$ cat config.mk
export PLATFORM = sky130hd
export DESIGN_NAME = dmem_arbiter
export DESIGN_NICKNAME = d
export VERILOG_FILES = /design/src/rtl/dmem_arbiter_pkg.sv /design/src/rtl/dmem_arbiter_rr.sv /design/src/rtl/dmem_arbiter.sv
export SDC_FILE = /design/constraint.sdc
export NUM_CORES = 1
export LEC_CHECK = 0
export ABC_AREA = 1
export CORE_ASPECT_RATIO = 1.5
export CORE_MARGIN = 3
export CORE_UTILIZATION = 44
export DETAILED_ROUTE_END_ITERATION = 10
export PLACE_DENSITY = 0.95
export SLEW_MARGIN = 0
export SYNTH_ARGS = -nofsm -noshare
export SYNTH_HDL_FRONTEND = slang
export SYNTH_SLANG_ARGS = --single-unit
$ cat constraint.sdc
create_clock -name clk -period 2.8 [get_ports clk]
set_input_delay 0.56 -clock clk [delete_from_list [all_inputs] [get_ports clk]]
set_output_delay 0.56 -clock clk [all_outputs]
set_load 0.1 [all_outputs]
$ cat src/rtl/dmem_arbiter_pkg.sv
//------------------------------------------------------------------------------
// Module : dmem_arbiter_pkg
// Brief  : Shared definitions for the DataMemory arbiter: FSM state encoding
//          and requester port identifiers.
// Rev    : 1.0 - initial release
//------------------------------------------------------------------------------
`default_nettype none

package dmem_arbiter_pkg;

  // Arbiter FSM states
  typedef enum logic [0:0] {
    S_IDLE   = 1'b0,
    S_ACCESS = 1'b1
  } state_t;

  // Requester port identifiers
  localparam logic P_CPU = 1'b0;  // port 0: CPU load/store unit
  localparam logic P_DMA = 1'b1;  // port 1: loader / DMA

endpackage

`default_nettype wire

$ cat src/rtl/dmem_arbiter_rr.sv
//------------------------------------------------------------------------------
// Module : dmem_arbiter_rr
// Brief  : Two-way combinational arbiter. Produces a one-hot grant from two
//          request lines. On a tie it either alternates against the last
//          granted port (FAIR != 0) or always favours port 0 (FAIR == 0).
// Ports  : req[1:0] in  - request per port
//          last     in  - port id of the most recent grant
//          gnt[1:0] out - one-hot grant (all zero when no request)
// Rev    : 1.0 - initial release
//------------------------------------------------------------------------------
`default_nettype none

module dmem_arbiter_rr
  import dmem_arbiter_pkg::*;
#(
  parameter int FAIR = 1
) (
  input  logic [1:0] req,
  input  logic       last,
  output logic [1:0] gnt
);

  always_comb begin
    gnt = 2'b00;
    case (req)
      2'b01:   gnt = 2'b01;
      2'b10:   gnt = 2'b10;
      2'b11: begin
        // Tie: with fairness the port that did not win last time goes next.
        if ((FAIR != 0) && (last == P_CPU)) gnt = 2'b10;
        else                                gnt = 2'b01;
      end
      default: gnt = 2'b00;
    endcase
  end

endmodule

`default_nettype wire

$ cat src/rtl/dmem_arbiter.sv
//------------------------------------------------------------------------------
// Module : dmem_arbiter
// Brief  : Shares a single-port DataMemory between the CPU (port 0) and the
//          loader/DMA (port 1). A command is granted and latched in IDLE,
//          driven onto the memory for exactly one ACCESS cycle, and read data
//          is returned with a one-cycle valid pulse the cycle after.
// Ports  : clk, rst (sync, active-high)
//          rN_req/we/addr/wdata in  - command from port N, held until rN_gnt
//          rN_gnt               out - command latched at this edge
//          rN_rvalid/rdata      out - read completion for port N
//          mem_*                    - 1:1 connection to DataMemory
//          busy                 out - high during the ACCESS cycle
// Rev    : 1.0 - initial release
//------------------------------------------------------------------------------
`default_nettype none

module dmem_arbiter
  import dmem_arbiter_pkg::*;
#(
  parameter int ADDR_W = 32,
  parameter int DATA_W = 32,
  parameter int FAIR   = 1
) (
  input  logic              clk,
  input  logic              rst,
  input  logic              r0_req,
  input  logic              r0_we,
  input  logic [ADDR_W-1:0] r0_addr,
  input  logic [DATA_W-1:0] r0_wdata,
  output logic              r0_gnt,
  output logic              r0_rvalid,
  output logic [DATA_W-1:0] r0_rdata,
  input  logic              r1_req,
  input  logic              r1_we,
  input  logic [ADDR_W-1:0] r1_addr,
  input  logic [DATA_W-1:0] r1_wdata,
  output logic              r1_gnt,
  output logic              r1_rvalid,
  output logic [DATA_W-1:0] r1_rdata,
  output logic              mem_read,
  output logic              mem_write,
  output logic [ADDR_W-1:0] mem_address,
  output logic [DATA_W-1:0] mem_write_data,
  input  logic [DATA_W-1:0] mem_read_data,
  output logic              busy
);

  state_t              state_q,  state_d;
  logic                last_q,   last_d;
  logic                owner_q,  owner_d;
  logic                we_q,     we_d;
  logic [ADDR_W-1:0]   addr_q,   addr_d;
  logic [DATA_W-1:0]   wdata_q,  wdata_d;
  logic [DATA_W-1:0]   rdata0_q, rdata0_d;
  logic [DATA_W-1:0]   rdata1_q, rdata1_d;
  logic                rvalid0_q, rvalid0_d;
  logic                rvalid1_q, rvalid1_d;

  logic [1:0]          arb_req;
  logic [1:0]          arb_gnt;

  // Requests are only considered in IDLE and never while reset is asserted,
  // so a grant can never appear in two consecutive cycles.
  assign arb_req = {r1_req, r0_req} & {2{(state_q == S_IDLE) && !rst}};

  dmem_arbiter_rr #(
    .FAIR (FAIR)
  ) u_rr (
    .req  (arb_req),
    .last (last_q),
    .gnt  (arb_gnt)
  );

  always_comb begin
    state_d   = state_q;
    last_d    = last_q;
    owner_d   = owner_q;
    we_d      = we_q;
    addr_d    = addr_q;
    wdata_d   = wdata_q;
    rdata0_d  = rdata0_q;
    rdata1_d  = rdata1_q;
    rvalid0_d = 1'b0;
    rvalid1_d = 1'b0;
    case (state_q)
      S_IDLE: begin
        if (arb_gnt != 2'b00) begin
          state_d = S_ACCESS;
          owner_d = arb_gnt[1] ? P_DMA : P_CPU;
          last_d  = arb_gnt[1] ? P_DMA : P_CPU;
          we_d    = arb_gnt[1] ? r1_we    : r0_we;
          addr_d  = arb_gnt[1] ? r1_addr  : r0_addr;
          wdata_d = arb_gnt[1] ? r1_wdata : r0_wdata;
        end
      end
      S_ACCESS: begin
        state_d = S_IDLE;
        // Memory read data is valid during this cycle; capture it for the owner.
        if (!we_q) begin
          if (owner_q == P_DMA) begin
            rdata1_d  = mem_read_data;
            rvalid1_d = 1'b1;
          end else begin
            rdata0_d  = mem_read_data;
            rvalid0_d = 1'b1;
          end
        end
      end
      default: state_d = S_IDLE;
    endcase
  end

  always_ff @(posedge clk) begin
    if (rst) begin
      state_q   <= S_IDLE;
      last_q    <= P_DMA;  // makes port 0 win the first tie
      owner_q   <= P_CPU;
      we_q      <= 1'b0;
      addr_q    <= '0;
      wdata_q   <= '0;
      rdata0_q  <= '0;
      rdata1_q  <= '0;
      rvalid0_q <= 1'b0;
      rvalid1_q <= 1'b0;
    end else begin
      state_q   <= state_d;
      last_q    <= last_d;
      owner_q   <= owner_d;
      we_q      <= we_d;
      addr_q    <= addr_d;
      wdata_q   <= wdata_d;
      rdata0_q  <= rdata0_d;
      rdata1_q  <= rdata1_d;
      rvalid0_q <= rvalid0_d;
      rvalid1_q <= rvalid1_d;
    end
  end

  assign r0_gnt    = arb_gnt[0];
  assign r1_gnt    = arb_gnt[1];
  assign r0_rvalid = rvalid0_q;
  assign r1_rvalid = rvalid1_q;
  assign r0_rdata  = rdata0_q;
  assign r1_rdata  = rdata1_q;

  // Strobes are gated by rst so a reset landing in ACCESS suppresses the write.
  assign mem_read       = (state_q == S_ACCESS) && !we_q && !rst;
  assign mem_write      = (state_q == S_ACCESS) &&  we_q && !rst;
  assign mem_address    = addr_q;
  assign mem_write_data = wdata_q;
  assign busy           = (state_q == S_ACCESS);

endmodule

`default_nettype wire
[Word level (Yosys, flattened, before mapping)]
Cells that the tools add are included.
Storage, ports and cells
  logic and storage cells: 39
  bits of input ports: 166
  output and inout bits: 135
  bits in registers: 134
Operators by class
  reduce and logical (&&, ||, !) cells: 12
  mux-type cells: 10
  eq/ne operators: 3
  bitwise logic cells: 4
Operator list (number)
  $mux 32: 2
  $pmux 2 s3: 1
  $reduce_and 3->1: 2
  $logic_and 1x1->1: 5
  $mux 1: 5
  $eq 2x2->1 const B: 2
  $not 1->1: 3
  $reduce_or 3->1: 1
  $and 2x2->2: 1
  $eq 2x1->1 const B: 1
  $logic_not 1->1: 2
  $mux 2: 1
  $pmux 1 s2: 1
  $reduce_and 2->1: 1
  $reduce_bool 2->1: 1

[Longest topological paths before layout]
Gate-level depths: netlist of the first run.
  depth in word-level cells: 8
  gate-level depth with buffers: 9
  depth with buffers taken out: 6

[Cells and area by module]
From an unflattened synthesis of the first run, not the netlist that was laid out.
Unflattened totals
  cells, all modules: 974
  area total of the unflattened synthesis: 6271.0 µm²
By module, submodules not included
  dmem_arbiter: cells each 969, sequential area each 2682.6 µm², instances 1, area each 6249.7 µm²
  dmem_arbiter_rr: cells each 5, sequential area each 0.0 µm², instances 1, area each 21.3 µm²

[Worst setup path before layout of the first run]
OpenSTA, ideal clock, no wires.
  path kind: register to output
  from: reg state_q, in the netlist busy
  to: out mem_read
  stages on the path, launching flop included: 3
  data required time: 2240 ps
  buffers on the path: 0
  data arrival time: 2573 ps
  slack: -333 ps
  path through: dfxtp_1 nand2_1 nor2_1
On the way
  word-level cells in the longest chain between the ends: 2
Ends and longest elaborated chain
  start, declared: line dmem_arbiter.sv:48  | state_t state_q, state_d;
  start signal, assigned: line dmem_arbiter.sv:126  | state_q <= state_d;
  $logic_and 1x1->1 (2 in a row): line dmem_arbiter.sv:147  | assign mem_read = (state_q == S_ACCESS) && !we_q && !rst;
  end, declared: line dmem_arbiter.sv:40  | output logic mem_read,
No other way between the ends.

[Final worst setup path of the first run]
  from: in r0_req
  to: out r0_gnt
On the way
  word-level cells in the longest chain between the ends: 3
  elaborated cells between the ends (all ways): 5
  classes of those cells: eq/ne: 3; mux: 1; bitwise: 1
Ends and longest elaborated chain
  start, declared: line dmem_arbiter.sv:26  | input logic r0_req,
  $and 2x2->2 (*): line dmem_arbiter.sv:64  | assign arb_req = {r1_req, r0_req} & {2{(state_q == S_IDLE) && !rst}};
  $eq 2x2->1 or $eq 2x1->1 (tied branches): line dmem_arbiter_rr.sv:25  | case (req)
  $pmux 2 s3 (*): line dmem_arbiter_rr.sv:25
  end, declared: line dmem_arbiter.sv:30  | output logic r0_gnt,
Mark *: on every way between the ends. The rest lies on a longest branch, timed or not.

==> metrics list, run 1 <==
* Number of distinct library cells after synthesis: 22
- Top-area cell type share of the netlist area: 44.5%
- During synthesis, Yosys emitted a total of 0 warnings.
* Final clock period utilization by the worst path: 79.7%
- The count of endpoints failing hold in the final timing report was 0.
- After detailed placement, the total cell area comes to 0.00876 sq mm.
- The most common cell in the synthesized netlist is sky130_fd_sc_hd__inv_1.
- For the worst setup path, the data arrival time is 1.67 ns.
- Counting cells, the worst reg-to-reg path comes to 6.
- The worst-case IR drop observed on VDD is 0.400 mV.
- Signal routing reaches up to met4.
* Depth of the worst hold-timing path: 2
- Avg Cell Area, Syn: approximately 6.9 sq um
- The clock network accounts for 33.6% of the total power.
* Minimum clock period: approximately 2.2 ns
- Across every metal layer, demand over resource in global routing totals around a quarter.
- The critical path is of the in2out type.
- The finished layout holds between 1000 and 1500 standard cells, fillers aside.
- The synthesized design spends more area on one cell type than any other, namely sky130_fd_sc_hd__dfxtp_1.
* Static leakage power: 4.45 nW
- Finish-stage setup viols: 0
* Max-slew violations: 0
- Outcome: finished, final reports clean
- Number of instances in the placed design: 1277
- Maximum number of pins on one net before global-route repair: 66
- The worst setup path is captured at an output port.
* Placement Setup Slack: ~0.56 ns
- RSZ-0062 raised after global routing: false
* R2r setup slk: 1.03 ns
* DRC: 0
* Placeable Area: 0.0132 sq mm
- Resized cells post-CTS: 0
- In this run the deepest clock path goes through 2 buffers.
- Detailed routing placed a total of 10.1 mm of wire on met2.
* EDFF count, synth: 0
- For this block, wires on met1 add up to 7.08 mm.
- When the netlist entered floorplanning its net count stood at 1041.
- Setup_tns: 0 ns
* Number of diodes added for antenna fixing: 0
- Across all setup checks in the final design, the least slack found is 0.570 ns.
- Dividing the detail-routed via count by the number of cells gives 5.09.
- Of all nets on the critical path, the largest fanout is 3.
* Average wire per cell in the routed design: 14.9 um
* Number of detailed-routing iterations run before antenna repair: 6
* WL final: 19.5 mm
- Final design area excluding fillers: 0.00935 sq mm
- Sequential cells burn 32.9% of the power.
* Internal power: 3.90 mW
* Maxcap violations: 0
* Least-Margin Pin Slew: 0.692 ns
* TritonCTS Buffers: 17
- In this run the clock root is driven by a sky130_fd_sc_hd__clkbuf_16.
- Data required time of the critical path: ~2.2 ns
- The die is 149 um tall.
- Number of global-route vias before repair: roughly 6300
- Proportion of synthesized chip area in sequential cells: 44.5%
- At the end of the flow, the number of nets in the layout was 1303.
- Largest clock skew in the final design: 0.0106 ns
- Part of the power in combinational logic: 33.5%
- Timing would allow up to 448 MHz.
- The floorplan step defined a die boundary enclosing 0.0152 sq mm.
* Post-Synthesis Cells: 875
- The first global-routing pass estimated 30.1 mm of wire.
- Relative slew slack: 53.9%
- Clock latency on the worst-skew pair, taken at its later pin, is 0.41 ns.
* Origin of the worst min-delay path: r1_rdata[2]$_SDFFE_PP0P_
* Port Buffer Count: 300
* End of the worst register-to-register path: r0_rdata[15]$_SDFFE_PP0P_
- Switching power of the nets: 2.62 mW
- Power per unit of standard cell area: 698 mW/mm^2
- The number of antenna violations at the first check in global routing was 0.
- Number of nets with antenna violations after routing: 0
- CTS clk-pin slew, worst paths: 0.06 ns
- Post-route worst hold slack: 0.443 ns
- After synthesis the netlist holds a flip-flop and latch count of 134.
* Via count: 6657
* Net Sw Frac: between 40% and 50%
- The H-tree generated during clock tree synthesis spans 4 levels.
- The floorplan has 51 rows.
- The path class of the tightest hold or removal check is reg2reg.
* Synth top cells by count: 163 x sky130_fd_sc_hd__inv_1, 138 x sky130_fd_sc_hd__nand2_1, 134 x sky130_fd_sc_hd__dfxtp_1, 98 x sky130_fd_sc_hd__a21oi_1, 68 x sky130_fd_sc_hd__nor2_1
- Detail Placement HPWL: 14.1 mm
* Top area cells in the synthesized netlist: sky130_fd_sc_hd__dfxtp_1 44%, sky130_fd_sc_hd__inv_1 10%, sky130_fd_sc_hd__nand2_1 8.6%
* Floorplan die width: 102 um
- The path with the worst hold slack has its endpoint at r1_rdata[2]$_SDFFE_PP0P_.
- For this configuration, the core starts out at a cell density of 45.7%.
- For this run, the leading register cell type out of synthesis is sky130_fd_sc_hd__dfxtp_1.
- Worst setup SP type: input pin
- Of the cells placed in the final design, the portion with a size suffix greater than 1 is 17.0%.
* Count of boundary I/O pins: approximately 300
* Clock tree from TritonCTS: built
- Routability-driven placement finished with a final weighted congestion of 0.877.
* Met3 routed WL: roughly 1.6 mm
* Layout Area Growth over Synthesis: 54.9%
- Number of sinks on the clock net: around 130
- Netlist area before placement: 0.00603 sq mm
- Remaining Overflow, GRT: 0
* Post-CTS setup buffers: 0
- Post-CTS Hold Buffers: 0
* R2r startpoint: busy$_SDFF_PP0_
* DR iter-0 viols: 311
* Fraction of synthesis flops using an asynchronous set or reset pin: 0%
metrics by stage:
stage | total power, mW | utilization (%)
finish | 6.52 | 70.8
global route | 6.79 | 70.8
CTS | 6.57 | 70.8
detailed placement | 4.37 | 66.4
global placement | 4.34 | 66.4
floorplan | 3.75 | -
power by group through the flow:
stage | logic [mW] | registers (mW) | clock network, mW
6_report | 2.18 | 2.14 | 2.19
5_1_grt | 2.30 | 2.16 | 2.33
4_1_cts | 2.19 | 2.14 | 2.24
3_5_place_dp | 2.19 | 2.18 | 0
3_3_place_gp | 2.16 | 2.18 | 0
2_1_floorplan | 0.497 | 3.25 | 0
layout by cell type, fill, tap and decap left out:
| cell type | synthesis | layout |
|---|---|---|
| sky130_fd_sc_hd__a21oi_1 | 98 | 97 |
| sky130_fd_sc_hd__a21oi_2 | 0 | 1 |
| sky130_fd_sc_hd__buf_12 | 0 | 8 |
| sky130_fd_sc_hd__buf_2 | 38 | 2 |
| sky130_fd_sc_hd__buf_4 | 6 | 141 |
| sky130_fd_sc_hd__bufinv_16 | 0 | 1 |
| sky130_fd_sc_hd__clkbuf_16 | 0 | 17 |
| sky130_fd_sc_hd__clkdlybuf4s50_1 | 0 | 163 |
| sky130_fd_sc_hd__clkinv_2 | 0 | 1 |
| sky130_fd_sc_hd__clkinv_4 | 0 | 3 |
| sky130_fd_sc_hd__clkinvlp_4 | 0 | 1 |
| sky130_fd_sc_hd__dfxtp_1 | 134 | 134 |
| sky130_fd_sc_hd__inv_1 | 163 | 163 |
| sky130_fd_sc_hd__inv_2 | 2 | 2 |
| sky130_fd_sc_hd__inv_6 | 0 | 5 |
| sky130_fd_sc_hd__inv_8 | 0 | 4 |
| sky130_fd_sc_hd__nand2_1 | 138 | 137 |
| sky130_fd_sc_hd__nand2_2 | 1 | 2 |
| sky130_fd_sc_hd__nand3_1 | 66 | 65 |
| sky130_fd_sc_hd__nand3_2 | 1 | 2 |
| sky130_fd_sc_hd__nand4_1 | 65 | 65 |
| sky130_fd_sc_hd__nor2_1 | 68 | 66 |
| sky130_fd_sc_hd__nor2_2 | 1 | 3 |
| sky130_fd_sc_hd__nor2_8 | 1 | 1 |
| sky130_fd_sc_hd__o211ai_1 | 1 | 1 |
| sky130_fd_sc_hd__o21ai_0 | 40 | 40 |
| sky130_fd_sc_hd__o21ai_1 | 24 | 24 |
| sky130_fd_sc_hd__o21ai_4 | 0 | 1 |
final cells by class:
class / count / area [sq um]
fill: 1020 / 3860
sequential: 134 / 2680
clock buffer: 17 / 425
timing repair buffer: 314 / 2860
tap: 159 / 199
multi-input combinational: 505 / 2400
inverter: 165 / 619
clock inverter: 15 / 158
registers in the layout, summed over array words and instances (netlist names):
signal and count:
mem_write_data 32, we_q 1, r1_rdata 32, busy 1, mem_address 32, r0_rdata 32
last_q 1, owner_q 1, r0_rvalid 1, r1_rvalid 1
layer usage:
metal | GRT usage (%) | vias to the layer above
li1 | - | 3309
met1 | 25.6 | 3015
met2 | 45.1 | 283
met3 | 7.00 | 50
met4 | 12.0 | 0
met5 | 0 | -
how the worst max path moves through the flow:
| stage | endpoint | cells after the start | slack (ns) | startpoint |
|---|---|---|---|---|
| after floorplan | mem_read | 2 | 0.10 | busy$_SDFF_PP0_ |
| after global placement | r0_gnt | 4 | 0.56 | r0_req |
| after detailed placement | r0_gnt | 4 | 0.56 | r0_req |
| after CTS | r0_gnt | 4 | 0.56 | r0_req |
| after global routing | r0_gnt | 4 | 0.48 | busy$_SDFF_PP0_ |
| final | r0_gnt | 4 | 0.57 | r0_req |
critical path, stage by stage:
cell                              delay, ns
sky130_fd_sc_hd__clkdlybuf4s50_1       0.60
sky130_fd_sc_hd__nand2_1               0.13
sky130_fd_sc_hd__a21oi_2               0.18
sky130_fd_sc_hd__buf_12                0.20
cell families after synthesis:
logic type | count (synthesis) | share of synthesized area (%)
flip-flops | 134 | 44.5
AND/OR/NAND/NOR | 341 | 25.7
buffers and inverters | 236 | 16.1
AO/OA/AOI/OAI | 164 | 13.7
Note: power is estimated with default switching activity, not from simulation.
==> inputs of run 2 (changes only) <==
Settings changed: CORE_UTILIZATION 44 to 37, PLACE_DENSITY 0.95 to 0.86.
Clock period 2.8 ns to 1.9 ns, I/O delays scaled along.
==> run 2 against run 1 <==
Against the previous run:
- non-clock buffer count increased by 7
- sequential cell count stayed put
- setup slack worse by 0.51 ns
- worst hold slack about the same
- die area grew 18%
- clock power increased by 46%
- sequential power is 48% higher
==> metrics list, run 2 (same netlist as run 1, synthesis figures left out) <==
* Net Sw Frac: 40.8%
* Kind of end point of the critical path: output port
- For this block, the routed nets add up to 20.1 mm of wire.
- The die is 162 um tall.
- Remaining Overflow, GRT: 0
- Relative slew slack: 59.4%
- Post-CTS setup buffers: 0
- TritonCTS Buffers: 17
- Data on the critical path arrives at its endpoint at 1.46 ns.
- For the final database, setup skew stands at 0.00887 ns.
- Dividing the detail-routed via count by the number of cells gives 4.84.
* Final hold violations: 0
- Dividing the detail-routed wire length by the instance count gives 14.8 um.
* Global-route wire length before repair: 31.0 mm
- Number of diodes added for antenna fixing: 0
- Post-CTS Hold Buffers: 0
- In the post-route analysis, the smallest setup slack over all paths is between 0.05 and 0.06 ns.
* Worst setup SP type: input pin
- Max Fanout on Critical Path: 5
* GP Congestion: roughly 0.85
- In the final layout, the share of cells above drive strength 1 is 17.6%.
- Post-layout net count: 1310
- In the routed design, unresolved DRC markers number 0.
* Outcome: finished, final reports clean
- Leaving out fill and tap cells, the most frequent cell in the layout is sky130_fd_sc_hd__clkdlybuf4s50_1.
- Total Die Area: 0.0179 sq mm
- Most used cells in the layout excluding fill and tap cells: 163 x sky130_fd_sc_hd__clkdlybuf4s50_1, 162 x sky130_fd_sc_hd__inv_1, 140 x sky130_fd_sc_hd__buf_4
- The final route contains roughly 6600 vias.
* FP Rows: 56
- Number of nets with antenna violations after routing: 0
* Post-route core utilization: roughly 60%
* Clock Tree Buf Depth: 2
- Number of sinks on the clock net: 134
* Setup_tns: 0 ns
* Part of the power in combinational logic: 34.0%
- Static leakage power: 4.50 nW
* Switching power of the nets: between 3 and 4 mW
- Detail Placement HPWL: 14.1 mm
- CTS clk-pin slew, worst paths: roughly 0.06 ns
- Max-slew violations: 0
- The number of gates resized after CTS was 0.
- Including well taps, the total number of placed cells is 1328.
- DR iter-0 viols: 375
* Port Buffer Count: 300
- Placeable Area: 0.0158 sq mm
- Data required time of the critical path: 1.52 ns
- Number of global-route vias before repair: approximately 6300
- Clock Power Share: around 33%
* Root Buffer: sky130_fd_sc_hd__clkbuf_16
- In this run the horizontal extent of the chip is 110 um.
- Based on the critical path, the design can be clocked at up to between 500 and 600 MHz.
* Number of detailed-routing iterations run before antenna repair: 5
* Finish-stage setup viols: 0
- The clock tree synthesis step divided the H-tree into 4 levels.
- Class of the worst hold path: reg2reg
- Post-route worst hold slack: 0.443 ns
- The tool flagged a number of max-cap violations equal to 0.
* Total Routing Usage GR: 21.8%
- Final standard cell count with taps included and fillers excluded: 1360
- Entering global routing, the biggest net connects 67 pins.
- For the pin with the worst max-slew slack, the measured transition is 0.608 ns.
- TritonCTS built the clock tree.
- In the finished design, the share of the clock period the worst path needs comes to between 90% and 100%.
- Count of boundary I/O pins: 301
* Layout Area Growth over Synthesis: 58.7%
- Source-to-sink clock delay at the later pin of the worst-skew pair: around 0.40 ns
* Highest ir drop seen on vdd: 0.587 mV
- Power per unit of standard cell area: 1010 mW/mm^2
* RSZ-0062 raised after global routing: true
- Initial core utilization: 38.1%
* Minimum clock period: about 1.8 ns
* Placement Setup Slack: 0.00848 ns
- The internal power of the cells totals 5.71 mW.
- The number of antenna violations at the first check in global routing came to 0.
- Proportion of power drawn by flip-flops and latches: 32.9%
- Critical setup path kind: in2out
[run 2: per-layer routing]
metal,vias to the layer above,GRT usage [%],part of all wire (%)
met5,-,0,0
met4,0,9.36,3.3
met3,50,5.63,7.4
li1,3327,-,-
met1,2919,23.7,38
met2,282,38.9,51
[run 2: worst paths after layout]
| kind | cells past startpoint | endpoint | startpoint | slack [ns] |
|---|---|---|---|---|
| setup / recovery | 5 | r1_gnt | r0_req | 0.06 |
| hold / removal | 2 | r1_rdata[9]$_SDFFE_PP0P_ | r1_rdata[9]$_SDFFE_PP0P_ | 0.44 |
| setup reg to reg | 7 | mem_address[7]$_SDFFE_PP0P_ | busy$_SDFF_PP0_ | 0.50 |
| hold reg to reg | 2 | r1_rdata[9]$_SDFFE_PP0P_ | r1_rdata[9]$_SDFFE_PP0P_ | 0.44 |
[run 2: metrics by stage]
stage          cell area [sq um]  total power, mW
2_1_floorplan               6070             5.53
5_1_grt                     9580             10.0
4_1_cts                     9570             9.72
3_5_place_dp                9000             6.50
3_3_place_gp                9000             6.47
6_report                    9580             9.64
[run 2: area by class of cell]
class                      instances  area [sq um]
clock buffer                      18           439
clock inverter                    14           131
fill                            1382          6260
inverter                         165           623
multi-input combinational        505          2430
sequential                       134          2690
tap                              203           254
timing repair buffer             321          3010
[run 2: power groups by stage]
stage / Sequential (mW) / Clock (mW) / Combinational [mW]
floorplan: 4.79 / 0 / 0.739
global placement: 3.22 / 0 / 3.25
detailed placement: 3.23 / 0 / 3.27
CTS: 3.17 / 3.27 / 3.28
global route: 3.19 / 3.40 / 3.44
finish: 3.17 / 3.19 / 3.27
[run 2: critical path, stage by stage]
cell	delay [ns]
sky130_fd_sc_hd__clkdlybuf4s50_1	0.53
sky130_fd_sc_hd__nand2_2	0.12
sky130_fd_sc_hd__nand3_4	0.14
sky130_fd_sc_hd__clkinvlp_4	0.11
sky130_fd_sc_hd__buf_12	0.17
